### config.mk
export PLATFORM = sky130hd
export DESIGN_NAME = if_prefetch_stage
export DESIGN_NICKNAME = d
export VERILOG_FILES = /design/src/rtl/if_prefetch_stage.sv
export SDC_FILE = /design/constraint.sdc
export NUM_CORES = 1
export LEC_CHECK = 0
export CAP_MARGIN = 20
export CORE_MARGIN = 10
export CORE_UTILIZATION = 42
export DETAILED_ROUTE_END_ITERATION = 6
export RECOVER_POWER = 25
export SKIP_LAST_GASP = 1
export SYNTH_ARGS = -nofsm -noshare
export SYNTH_HDL_FRONTEND = slang
export SYNTH_SLANG_ARGS = --single-unit
### constraint.sdc
create_clock -name clk -period 4.7 [get_ports clk]
set_input_delay 1.175 -clock clk [delete_from_list [all_inputs] [get_ports clk]]
set_output_delay 1.175 -clock clk [all_outputs]
set_load 0.05 [all_outputs]
### src/rtl/if_prefetch_stage.sv
// Instruction fetch stage with a DEPTH-entry prefetch queue of {PC, instruction}
// pairs sitting between a 1-cycle-latency synchronous instruction memory and ID.
// Handshake: ID sees a valid head when Instruction_valid=1; the head is consumed
// on every cycle where Instruction_valid=1 and freeze=0, and held otherwise.
module if_prefetch_stage #(
    parameter int                     ADDRESS_LEN     = 32,
    parameter int                     INSTRUCTION_LEN = 32,
    parameter int                     DEPTH           = 4,
    parameter int                     PC_STEP         = 4,
    parameter logic [ADDRESS_LEN-1:0] RESET_PC        = '0
) (
    input  logic                         clk,
    input  logic                         rst,
    input  logic                         freeze,
    input  logic                         Branch_taken,
    input  logic [ADDRESS_LEN-1:0]       BranchAddr,
    output logic                         imem_req,
    output logic [ADDRESS_LEN-1:0]       imem_addr,
    input  logic [INSTRUCTION_LEN-1:0]   imem_rdata,
    output logic                         Instruction_valid,
    output logic [INSTRUCTION_LEN-1:0]   Instruction,
    output logic [ADDRESS_LEN-1:0]       PC,
    output logic [$clog2(DEPTH+1)-1:0]   queue_count
);

    localparam int PW = $clog2(DEPTH);
    localparam int CW = $clog2(DEPTH+1);
    localparam logic [CW:0]            DEPTH_W = (CW+1)'(DEPTH);
    localparam logic [ADDRESS_LEN-1:0] STEP_W  = ADDRESS_LEN'(PC_STEP);

    logic [ADDRESS_LEN-1:0]     fetch_pc_q, fetch_pc_d;
    logic                       inflight_q, inflight_d;
    logic [ADDRESS_LEN-1:0]     inflight_pc_q, inflight_pc_d;
    logic [PW-1:0]              rd_ptr_q, rd_ptr_d;
    logic [PW-1:0]              wr_ptr_q, wr_ptr_d;
    logic [CW-1:0]              count_q, count_d;
    logic [ADDRESS_LEN-1:0]     q_pc_q [DEPTH];
    logic [ADDRESS_LEN-1:0]     q_pc_d [DEPTH];
    logic [INSTRUCTION_LEN-1:0] q_instr_q [DEPTH];
    logic [INSTRUCTION_LEN-1:0] q_instr_d [DEPTH];

    logic        issue;
    logic        push;
    logic        pop;
    logic [CW:0] occupancy;

    // Handshake decisions and head-of-queue outputs.
    always_comb begin
        // The in-flight word already owns a slot, so a response can never overflow.
        occupancy         = {1'b0, count_q} + {{CW{1'b0}}, inflight_q};
        issue             = !rst && !Branch_taken && (occupancy < DEPTH_W);
        push              = !rst && !Branch_taken && inflight_q;
        Instruction_valid = !rst && !Branch_taken && (count_q != '0);
        pop               = Instruction_valid && !freeze;
        imem_req          = issue;
        imem_addr         = fetch_pc_q;
        Instruction       = '0;
        PC                = '0;
        if (Instruction_valid) begin
            Instruction = q_instr_q[rd_ptr_q];
            PC          = q_pc_q[rd_ptr_q] + STEP_W;
        end
        queue_count = rst ? '0 : count_q;
    end

    // Next-state: fetch sequencing, queue push/pop and branch squash.
    always_comb begin
        fetch_pc_d    = fetch_pc_q;
        inflight_d    = issue;
        inflight_pc_d = inflight_pc_q;
        rd_ptr_d      = rd_ptr_q;
        wr_ptr_d      = wr_ptr_q;
        count_d       = count_q;
        q_pc_d        = q_pc_q;
        q_instr_d     = q_instr_q;

        if (issue) begin
            inflight_pc_d = fetch_pc_q;
            fetch_pc_d    = fetch_pc_q + STEP_W;
        end
        if (push) begin
            q_pc_d[wr_ptr_q]    = inflight_pc_q;
            q_instr_d[wr_ptr_q] = imem_rdata;
            wr_ptr_d            = wr_ptr_q + PW'(1);
        end
        if (pop) begin
            rd_ptr_d = rd_ptr_q + PW'(1);
        end
        if (push && !pop) begin
            count_d = count_q + CW'(1);
        end else if (!push && pop) begin
            count_d = count_q - CW'(1);
        end

        // A redirect drops everything queued; the in-flight word is lost because
        // inflight_d follows issue, which is low this cycle.
        if (Branch_taken) begin
            count_d    = '0;
            rd_ptr_d   = wr_ptr_q;
            fetch_pc_d = BranchAddr;
        end
    end

    // Control state registers with synchronous reset.
    always_ff @(posedge clk) begin
        if (rst) begin
            fetch_pc_q    <= RESET_PC;
            inflight_q    <= 1'b0;
            inflight_pc_q <= '0;
            rd_ptr_q      <= '0;
            wr_ptr_q      <= '0;
            count_q       <= '0;
        end else begin
            fetch_pc_q    <= fetch_pc_d;
            inflight_q    <= inflight_d;
            inflight_pc_q <= inflight_pc_d;
            rd_ptr_q      <= rd_ptr_d;
            wr_ptr_q      <= wr_ptr_d;
            count_q       <= count_d;
        end
    end

    // Queue storage; contents are only meaningful under count_q, so no reset.
    always_ff @(posedge clk) begin
        q_pc_q    <= q_pc_d;
        q_instr_q <= q_instr_d;
    end

endmodule

==> results.tsv <==
stage	metric	value	unit
floorplanning	ios	169	
layout	final_layout_size_suffix_gt1_frac	0.189	
synthesis	synth_flop_cell	edfxtp_1	
layout	antennaDiodeCount	0	
min_path	min-delay-start	inflight_pc_q[20]	
synthesis	seq_area_frac_synth	0.668	
synthesis	synthCells	927	
detailed_routing	routedWlPerCell	20.4	µm
detailed_routing	vias	8407	
synthesis	syn-num-nets	1003	
layout	areaGrowthSynthToFinish	29.4	%
synthesis	ys_ff_latch	328	
synthesis	netlist.area_leader.share	0.563	
critical_path	timing.rr.end	imem_addr[28]	
layout	layout_common_cells	256 x edfxtp_1, 113 x nand2_1, 90 x clkdlybuf4s50_1, 70 x dfxtp_1, 70 x buf_12	
power	ir_drop	0.210	mV
cts	clk_pin_slew	60	ps
detailed_routing	wirelength	31800	µm
global_route	grt_pass1_wl	49700	µm
sta	worst_pin_slew	738	ps
critical_path	worstPathRequired	3520	ps
power	p_per_area	363	mW/mm²
power	clock_power_share	0.432	
floorplanning	initial_core_util	0.429	
sta	finalHoldViolCount	0	
outcome	status	finished, final reports clean	
synthesis	synth-xor-area-share	0.0103	
global_route	grt_usage	0.154	
layout	layout_commonest_cell	edfxtp_1	
synthesis	synth_area_leaders	edfxtp_1 56%, dfxtp_1 11%, mux4_2 7.9%	
detailed_routing	drcViolationCount	0	
detailed_routing	ant_nets	0	
min_path	hold_depth	0	
synthesis	synth_edf_count	256	
min_path	hold_path_class	flip-flop to flip-flop	
global_route	grt_max_degree	70	
job	drv_cap	0	
critical_path	start_kind	flip-flop	
min_path	min_to	q_pc_q[84]	
power	pwr-share-comb	0.069	
power	switchingPower	1.37	mW
cts	clock_latency	510	ps
synthesis	async_reset_ff_frac	0	
global_route	grt_pass1_vias	8448	
critical_path	r2r_cells	6	
sta	maxSlewHeadroom	0.504	
synthesis	synth_area	0.0137	mm²
place	gp_congestion	0.782	
sta	layout_min_cycle_time	4490	ps
cts	cts_root_buf	clkbuf_16	
synthesis	post_synth_and_or_nand_nor_area_fraction	0.113	
critical_path	rrSetupSlack	1980	ps
sta	finalSetupViolations	0	
power	p_sw_frac	0.213	
detailed_routing	firstDrtPassIters	5	
sta	fin_tns_setup	0	ps
cts	cts_setup_buffers	0	
synthesis	synth_cell_types	58	
global_route	grt_antenna_before_repair	0	
floorplanning	core_area	0.0318	mm²
synthesis	synth_warnings	0	
place	dpl.hpwl	20800	µm
cts	cts_max_level	2	
layout	nets	1177	
synthesis	yosysTopAreaCell	edfxtp_1	
synthesis	synth-compound-area-share	0.0579	
floorplanning	die_h	200	µm
cts	cts.sinks	328	
sta	skew	19.7	ps
layout	final_cells	1561	
floorplanning	rows	65	
floorplanning	die_x	200	µm
floorplanning	die-area	0.0401	mm²
synthesis	synth_top_family_by_area	multiplexers	
place	placed_cells	1498	
sta	rsz0062_at_grt	false	
power	p_seq_frac	0.499	
power	p_leak	5.72	nW
synthesis	postSynthAreaPerCell	14.7	µm²
critical_path	path_class	flip-flop to output port	
cts	cts_max_path_buffers	3	
synthesis	synthMuxAreaShare	0.120	
detailed_routing	via_per_inst	5.39	
detailed_routing	drt_iter0_markers	646	
place	port_buffers	168	
critical_path	cp_max_fo	37	
sta	max_clock_freq	223	MHz
critical_path	cp.arrival	3310	ps
cts	cts_buffers	36	
synthesis	synth_fa_ha_area_frac	0.00788	
power	p_int	5.05	mW
critical_path	endpoint_kind	output port	
global_route	gr-total-overflow	0	
critical_path	r2r_start	imem_addr[3]	
sta	fin_crit_sh	0.955	
sta	final_max_slew_viol_count	0	
cts	cts_tree	done	
==> critical path: stages (launching register included) <==
cell and delay (ps):
dfxtp_2 570, buf_12 300, mux4_1 270, nand3_1 100
or4_4 630, or3_1 370, a21oi_1 340, buf_12 190
==> area by class of cell <==
class	count	area, µm²
clock buffers	45	945
clock inverters	18	229
fillers	2565	14100
inverters	15	56.3
multi-input cells	533	4230
flip-flops and latches	328	9130
well taps	435	544
repair buffers	187	2530
==> worst max-delay path by stage <==
stage,start,end,slack [ps],depth (start not counted)
floorplan,rd_ptr_q[0],PC[16],290,10
global placement,Branch_taken,PC[16],350,6
detailed placement,Branch_taken,PC[16],310,6
CTS,rd_ptr_q[1],PC[26],70,7
global route,rd_ptr_q[1],PC[27],70,8
finish,rd_ptr_q[1],PC[23],210,7
==> synth_stat cells (5+ instances only) <==
master / number
o21ai_0: 22
nand3_1: 19
inv_1: 13
edfxtp_1: 256
o31ai_1: 7
or3_1: 16
mux4_2: 48
a31oi_1: 18
and4_1: 7
or4_1: 11
nand4_1: 14
a21oi_1: 69
xnor2_1: 5
o211ai_1: 5
and3_1: 14
and2_1: 43
clkbuf_1: 34
dfxtp_1: 72
nand2_1: 114
mux4_1: 16
xor2_1: 11
nor2_1: 34
nor3_1: 5
buf_2: 5
mux2_2: 9
ha_1: 7
==> per-layer routing <==
metal	track usage	up-vias	routed length, µm
li1	-	3941	-
met1	0.222	4157	15000
met2	0.228	269	14000
met3	0.0413	40	2210
met4	0.0362	0	506
met5	0	-	0
==> power groups by stage <==
stage / clock [mW] / sequential (mW) / combinational, mW
CTS: 2.83 / 3.20 / 0.449
finish: 2.77 / 3.20 / 0.441
floorplan: 0 / 3.29 / 0.217
global route: 2.96 / 3.20 / 0.476
detailed placement: 0 / 3.26 / 0.447
global placement: 0 / 3.26 / 0.444
==> flip-flops by register name, indices dropped and copies added (netlist names) <==
name           flops
count_q            3
imem_addr         32
inflight_pc_q     32
inflight_q         1
q_instr_q        128
q_pc_q           128
rd_ptr_q           2
wr_ptr_q           2
==> stage by stage <==
stage	power [mW]	hold slack, ps	worst slack, ps	utilization	area [µm²]
2_1_floorplan	3.51	460	288	-	13700
3_3_place_gp	3.70	481	348	0.518	16500
3_5_place_dp	3.71	493	314	0.518	16500
4_1_cts	6.48	499	65.8	0.555	17700
5_1_grt	6.64	510	65.9	0.555	17700
6_report	6.41	500	212	0.555	17700
==> repair_timing <==
action,4_1_cts,5_1_grt
hold buffers,0,0
setup endpoints to repair,0,2
gates resized for setup,0,3
==> cells by family (layout without fill, tap and decap cells) <==
kind of cell	count (synthesis)	after routing
and+or+nand+nor	296	296
DFF	328	328
AOI/OAI and AO/OA	137	137
muxes	76	76
buffers and inverters	66	265
xor gates and xnor gates	16	16
adders and majority gates	8	8
Power figures use the tool's default switching activity.
